### src/rtl/systolic_drain_pkg.sv
// Shared systolic-array controller encodings: drain FSM (IDLE/FLUSH/SEND/DONE)
// and the load controller's LOAD/MAC/OUT states, all one-hot.
package systolic_drain_pkg;

  localparam int unsigned DRAIN_STATE_W = 4;

  localparam logic [3:0] ST_IDLE  = 4'b0001;
  localparam logic [3:0] ST_FLUSH = 4'b0010;
  localparam logic [3:0] ST_SEND  = 4'b0100;
  localparam logic [3:0] ST_DONE  = 4'b1000;

  localparam logic [2:0] LD_LOAD = 3'b001;
  localparam logic [2:0] LD_MAC  = 3'b010;
  localparam logic [2:0] LD_OUT  = 3'b100;

  // Last flush_cnt value: operand skew to reach PE[size-1][size-1].
  function automatic int unsigned flush_term(input int unsigned size);
    return 2 * size - 2;
  endfunction

endpackage

### src/rtl/systolic_drain_cnt.sv
// Up-counter with clear (priority), enable and terminal-count flag; wraps to 0
// on an enabled terminal count. Zero latency on the flag, no backpressure.
module systolic_drain_cnt #(
  parameter int unsigned width = 4,
  parameter int unsigned term  = 15
) (
  input  logic             clk,
  input  logic             rst,
  input  logic             clr,
  input  logic             en,
  output logic [width-1:0] cnt,
  output logic             tc
);

  localparam logic [width-1:0] term_v = width'(term);

  logic [width-1:0] cnt_d;
  logic [width-1:0] cnt_q;

  assign cnt = cnt_q;
  assign tc  = (cnt_q == term_v);

  always_comb begin
    cnt_d = cnt_q;
    if (clr) begin
      cnt_d = '0;
    end else if (en) begin
      cnt_d = tc ? '0 : cnt_q + width'(1);
    end
  end

  always_ff @(posedge clk) begin
    if (rst) begin
      cnt_q <= '0;
    end else begin
      cnt_q <= cnt_d;
    end
  end

endmodule

### src/rtl/systolic_drain.sv
// Drains the size x size accumulator grid bottom row first, one column per beat;
// first word 2*size cycles after start, out_msg/col held while out_val && !out_rdy.
module systolic_drain
  import systolic_drain_pkg::*;
#(
  parameter int unsigned size  = 16,
  parameter int unsigned nbits = 32
) (
  input  logic             clk,
  input  logic             rst,
  input  logic             start,
  input  logic [nbits-1:0] col_data [size],
  output logic             pe_shift,
  output logic [nbits-1:0] out_msg,
  output logic             out_val,
  input  logic             out_rdy,
  output logic             busy,
  output logic             done
);

  localparam int unsigned cw = $clog2(size);
  localparam int unsigned fw = $clog2(2 * size);

  logic [DRAIN_STATE_W-1:0] state_d;
  logic [DRAIN_STATE_W-1:0] state_q;

  logic is_idle, is_flush, is_send, is_done;
  logic cnt_clr, xfer;
  logic flush_tc, col_tc, row_tc;
  logic [fw-1:0] flush_cnt;
  logic [cw-1:0] col_cnt;
  logic [cw-1:0] row_cnt;

  assign is_idle  = (state_q == ST_IDLE);
  assign is_flush = (state_q == ST_FLUSH);
  assign is_send  = (state_q == ST_SEND);
  assign is_done  = (state_q == ST_DONE);

  assign cnt_clr = is_idle | (is_done & start);
  assign xfer    = is_send & out_rdy & ~rst;

  systolic_drain_cnt #(.width(fw), .term(flush_term(size))) u_flush_cnt (
    .clk (clk),
    .rst (rst),
    .clr (cnt_clr),
    .en  (is_flush),
    .cnt (flush_cnt),
    .tc  (flush_tc)
  );

  systolic_drain_cnt #(.width(cw), .term(size - 1)) u_col_cnt (
    .clk (clk),
    .rst (rst),
    .clr (cnt_clr),
    .en  (xfer),
    .cnt (col_cnt),
    .tc  (col_tc)
  );

  systolic_drain_cnt #(.width(cw), .term(size - 1)) u_row_cnt (
    .clk (clk),
    .rst (rst),
    .clr (cnt_clr),
    .en  (xfer & col_tc),
    .cnt (row_cnt),
    .tc  (row_tc)
  );

  // Flush and row counts only feed their terminal flags; values kept for debug.
  logic unused_cnt;
  assign unused_cnt = ^{flush_cnt, row_cnt};

  always_comb begin
    state_d = state_q;
    case (state_q)
      ST_IDLE:  if (start) state_d = ST_FLUSH;
      ST_FLUSH: if (flush_tc) state_d = ST_SEND;
      ST_SEND:  if (xfer && col_tc && row_tc) state_d = ST_DONE;
      ST_DONE:  if (start) state_d = ST_FLUSH;
      default:  state_d = ST_IDLE;
    endcase
  end

  always_ff @(posedge clk) begin
    if (rst) begin
      state_q <= ST_IDLE;
    end else begin
      state_q <= state_d;
    end
  end

  // Outputs are masked by rst so a reset in SEND drops the stream immediately.
  assign out_msg  = col_data[col_cnt];
  assign out_val  = is_send & ~rst;
  assign pe_shift = xfer & col_tc;
  assign busy     = (is_flush | is_send) & ~rst;
  assign done     = is_done & ~rst;

endmodule

### config.mk
export PLATFORM = sky130hd
export DESIGN_NAME = systolic_drain
export DESIGN_NICKNAME = d
export VERILOG_FILES = /design/src/rtl/systolic_drain_pkg.sv /design/src/rtl/systolic_drain_cnt.sv /design/src/rtl/systolic_drain.sv
export SDC_FILE = /design/constraint.sdc
export NUM_CORES = 1
export LEC_CHECK = 0
export CORE_AREA = 5 5 212 214
export CTS_CLUSTER_DIAMETER = 60
export CTS_CLUSTER_SIZE = 30
export DETAILED_ROUTE_END_ITERATION = 8
export DIE_AREA = 0 0 217 219
export PLACE_DENSITY = 0.52
export SLEW_MARGIN = 10
export SYNTH_ARGS = -nofsm -noshare
export SYNTH_HDL_FRONTEND = slang
export SYNTH_HIERARCHICAL = 1
export SYNTH_SLANG_ARGS = --single-unit
### constraint.sdc
create_clock -name clk -period 3.5 [get_ports clk]
set_input_delay 0.525 -clock clk [delete_from_list [all_inputs] [get_ports clk]]
set_output_delay 0.525 -clock clk [all_outputs]
set_load 0.02 [all_outputs]
==> impl_results.md <==
- Nets@finish: 1444
- Routed Antenna Nets: 0
- Largest net degree at the start of global routing: 53
- Clock Tree Root: clkbuf_16
- Post-CTS sizing: 0
- Area taken by multi-input logic gates: 4088 um2
- Max cap viols: 0
- Routed len/inst: 23.83 um
- Starting Density: a little over a tenth
- First-pass GRT wire length: between 40 and 50 mm
- Sink Count: 17
- DRT Pass-1 Iters: 5
- Buffers and inverters on the worst path: 3
- Hold slack: roughly 480 ps
- Synth Area per Inst: 12.21 um2
- Final core occ: approximately 26%
- Final instance area: between 10000 and 15000 um2
- FF+latch area: around 350 um2
- RSZ-0062 raised after global routing: no
- Initial DRC Count: roughly 350
- Pwr Density: ~120 nW/um2
- Max_slew headroom: a little over two thirds
- Core area: around 43000 um2
- Leak: 3.569 nW
- Initial antenna violation count: 7
- Minimum clock period after layout: 3215 ps
- Slowest cell on the critical path: clkdlybuf4s50_1
- Proportion of layout cells with a drive suffix above 1: between 10% and 20%
- Final setup vio count: 0
- Synth Warn #: 6
- Worst-path maximum fanout: 25
- Hold-critical path depth: 2
- CP delay by family, top: buffers and inverters
- Endpoints failing hold: 0
- Worst path cell trace: buf_12 > buf_4 > mux4_2 > a22oi_1 > nand2_1 > clkdlybuf4s50_1
- CTS Hold Bufs: 0
- Clk slew on worst S/H paths: roughly 50 ps
- Clock buffer depth: 2
- Die area: about 48000 um2
- Most frequent cells in the layout: clkdlybuf4s50_1 (551), mux4_2 (128), a22oi_1 (64)
- GP Congestion: approximately 0.89
- Slowest stage delay, CP: roughly 570 ps
- Status: completed
- DP Wirelength: approximately 30 mm
- Chip height: between 200 and 250 um
- Syn Inst Count: 380
- Setup bufs post-CTS: 0
- Post-route clock period utilization: about nine tenths
- Total power: ~1.3 mW
- Highest Clock Rate: 311.0 MHz
- Remaining DRCs: 0
- Worst skew pair latency: 250 ps
- Final Max Slew Viols: 0
- I/O Pins: 552
- H-tree lvl count: 1
- R2R depth: 7
- Register area share after synthesis: between 7 and 8%
- Net count after synthesis: 900
- Setup slack, reg-to-reg: roughly 1500 ps
- Drt total wl: ~35 mm
- Placement Cell Area: roughly 11000 um2
- Peak VDD IR: around 0.11 mV
- Commonest non-fill, non-tap cell in the layout: clkdlybuf4s50_1
- CTS tree: yes
- Startpoint Class: register
- Syn-to-layout area delta: 138.8%
- Via count: just over 6k
- Rows: 76
- Worst setup EP type: output port
- Die W: 217 um
- Kind of critical path: register to output port
- Port Buffers: 551
- CP arrival: roughly 2700 ps
- WP depth: 6
- Global Route Usage Sum: a little over an eighth
- Hold WC Path Type: register to register
- Mapped cell area: ~4600 um2
- WP data required: 2970 ps
- Vias per inst: between 4 and 5
- Number of global-route vias before repair: between 6k and 7k
- Num CTS Buffers: 3
- Final clock skew: around 2.6 ps
- Total negative slack: 0 ps
- Worst Tran Pin Value: about 440 ps
- Filler cell count: approximately 4.5k
- Synth Register Bits: 17
- Post-synth cell types: 39
- Total grt overflow: 0
final cells by class:
cell class / instances / area share [%]
Tap cell: 546 / 6.165
Antenna cell: 2 / 0.04517
Sequential cell: 17 / 3.139
Inverter: 3 / 0.1016
Clock buffer: 3 / 0.6775
Multi-Input combinational cell: 313 / 36.89
Clock inverter: 1 / 0.04517
Timing Repair Buffer: 586 / 52.94
where the power goes:
part	total (mW)	internal [mW]	switching, mW	leakage (nW)
combinational	0.860	0.654	0.206	3.39
sequential	0.199	0.194	0.00505	0.139
clock	0.229	0.153	0.0763	0.0409
per-layer routing:
layer  vias up  GRT usage (%)  part of all wire, %
li1       2761              -                    -
met1      3007          16.23                   39
met2       388          24.12                   50
met3        34          3.656                  9.5
met4         4          2.781                  1.8
met5         -              0                0.060
cells in the mapped netlist:
library cell  count  area (um2)
nand3b_1          3       22.52
and3_1            3       18.77
a211oi_1          2       15.01
clkbuf_1         19       71.32
a31oi_1           1       6.260
o2111ai_1         1       8.760
and3b_1           1       8.760
nand4_1           4       25.02
ha_1              4       50.05
nand2b_1          6       37.54
nor4_1            1       6.260
inv_1             3       11.26
xor2_1            4       35.03
o22a_1            2       17.52
nand3_1           3       15.01
o311a_1           1       10.01
xnor2_1           3       26.28
buf_1            10       37.54
nor2b_1           3       18.77
or3b_1            1       8.760
nor3b_1           2       15.01
nor3_2            2       20.02
a22oi_1          64       480.5
buf_4            10       75.07
nand2_1          38       142.6
buf_2             8       40.04
and2_1            2       12.51
or2_2             2       12.51
a21oi_1           6       30.03
nor3_1            4       20.02
o21ai_0           4       20.02
mux2i_1           2       20.02
nand3_2           1       10.01
nor2_1           12       45.04
a311oi_1          1       8.760
o21bai_1          1       7.510
mux4_2          128        2883
or3_1             1       6.260
dfxtp_1          17       340.3
final timing paths:
path / from / end
max reg2reg: u_col_cnt/cnt[1] / u_row_cnt/cnt[3]
min: u_flush_cnt/cnt[4] / u_flush_cnt/cnt[4]
min reg2reg: u_flush_cnt/cnt[4] / u_flush_cnt/cnt[4]
max: u_col_cnt/cnt[0] / out_msg[2]
worst min-delay path, delay by kind of cell, from the launching register on:
kind | cells | cell delay (ps)
AND/OR/NAND/NOR | 1 | 60
flip-flops | 1 | 320
AO/OA/AOI/OAI | 1 | 50
cells by family (layout without fill, tap and decap cells):
group,Yosys count,in the layout,share of synthesized area (%)
XOR/XNOR,7,7,1.321
AO/OA/AOI/OAI,83,83,13.03
multiplexers,130,130,62.57
adder cells (fa/ha/maj),4,4,1.079
other,0,2,0
AND/OR/NAND/NOR,89,89,9.601
buffers and inverters,50,593,5.070
flip-flops,17,17,7.336
per-stage QoR:
stage,worst slack [ps],std cells
after global routing,100.7,1471
after CTS,202.9,1469
final,284.7,1471
after floorplan,1285,380
after global placement,342.0,1465
after detailed placement,358.8,1465
flip-flops by register name (all words and copies together), names as in the netlist:
register,cells
u_flush_cnt/cnt,5
state_q,4
u_row_cnt/cnt,4
u_col_cnt/cnt,4
(Power assumes the default switching activity.)
==> edit: new RTL, same flow settings <==
`DRAIN_STATE_W`: 4 -> 6.
--- a/src/rtl/systolic_drain_pkg.sv
+++ b/src/rtl/systolic_drain_pkg.sv
@@ -3,5 +3,5 @@
 package systolic_drain_pkg;
 
-  localparam int unsigned DRAIN_STATE_W = 4;
+  localparam int unsigned DRAIN_STATE_W = 6;
 
   localparam logic [3:0] ST_IDLE  = 4'b0001;
Check against the original RTL: same outputs for any inputs over 10 cycles, from zero or initial values and one cycle with rst high; that may be too few to reach the edited logic, so the function may still have changed.
==> edit against the unedited design <==
- wire length is 0.26% higher
- setup slack better by 24 ps
- power is 5.5% higher
- non-clock buffer count is 4 lower
- register-to-register slack better by 110 ps
- largest power group unchanged
- sequential share of layout area hardly changed
- synthesized cell count is 1.6% higher
- final area hardly changed
- utilization hardly changed
- combinational power is 6.7% higher
- sequential cell count stayed put
- clock skew hardly changed
- synthesized area is 0.81% higher
==> edit: results (changes against the unedited design) <==
GRT Resource Usage Total -> 0.135 (+0.000515)
Diode count -> 0 (-2)
Initial antenna violation count -> 3 (-4)
First-pass GRT wire length -> 48,300 µm (+1.1%)
Area Overhead vs Synth -> 137%
Final hold slack -> 475 ps (-0.193 ps)
Synth top area cells -> mux4_2, a22oi_1, dfxtp_1
Static Leak -> 3.56 nW (-0.19%)
DR pass1 iterations -> 4 (-1)
Status -> finished clean
Synth unique cells -> 40 (+2.6%)
Placed wire-length estimate -> 30,600 µm (+0.37%)
IR drop worst, VDD -> 119 µV (+12%)
Syn_nets -> 906 (+0.67%)
Share of cells above drive strength 1 -> 0.191 (-0.00217)
Area after detailed placement -> 0.0110 mm² (about the same)
Comb pwr share -> 0.675 (+0.008)
Setup Skew -> 2.12 ps (-0.479 ps)
DR iter-0 viols -> 317 (-8.4%)
Power Internal -> 0.00103 W (+2.8%)
Register area share after synthesis -> 0.0728 (-0.000589)
Routed vias -> 6,255 (+0.98%)
R2R setup slack -> 1630 ps (+110 ps)
Post-Synthesis Cells -> 386 (+1.6%)
Vias in the first global route -> 6,746 (-2.4%)
Critical path peak fanout -> 45 (+80%)
Final GP Congestion -> 0.895 (+0.28%)
Crit path arrival time -> 2670 ps (-20 ps)
Via/cell ratio -> 4.26 (+1.1%)
Fillers -> 4,493 (-0.55%)
==> edit: cell types whose count changed after synthesis, moves of 2 or more <==
cell / before / now
nor2_1: 12 / 9
nor4_1: 1 / 4
clkbuf_1: 19 / 21
nand2b_1: 6 / 8
nor4b_1: 0 / 2
o21ai_0: 4 / 2
o22ai_1: 0 / 2
==> edit: final cells by class <==
cell class	count	share of cell area
timing repair buffer	582	0.527
multi-input combinational	316	0.371
tap	546	0.0617
sequential	17	0.0314
clock buffer	3	0.00678
inverter	4	0.00136
clock inverter	1	0.000452
==> edit: cells by family after synthesis <==
| family | after synthesis | synth area share |
|---|---|---|
| compound gates | 81 | 0.126 |
| simple gates | 94 | 0.104 |
| mux | 130 | 0.621 |
| flops | 17 | 0.0728 |
| xor+xnor | 7 | 0.0131 |
| buf+inv | 53 | 0.0530 |
| fa+ha+maj | 4 | 0.0107 |
==> edit: how the worst max path moves through the flow <==
stage / startpoint / to / slack [ps] / cells after the start
floorplan: rst / pe_shift / 1040 / 3
detailed placement: col_data[259] / out_msg[3] / 330 / 6
global route: u_col_cnt/cnt[0] / out_msg[5] / 130 / 6
CTS: u_col_cnt/cnt[0] / out_msg[3] / 220 / 6
global placement: col_data[259] / out_msg[3] / 320 / 6
finish: u_col_cnt/cnt[0] / out_msg[5] / 310 / 6
==> edit: routing by layer <==
metal | vias to the layer above | GRT usage | routed length (µm)
li1 | 2777 | - | -
met1 | 3105 | 0.167 | 14100
met2 | 355 | 0.239 | 17500
met3 | 16 | 0.0395 | 3120
met4 | 2 | 0.0202 | 463
met5 | - | 0 | 9
==> edit: worst max-delay path: cells and delay by family, from the launching register on <==
kind / cells / cell delay [ps]
buf+inv: 3 / 1130
simple gates: 1 / 90
mux: 1 / 530
compound gates: 1 / 240
flops: 1 / 370
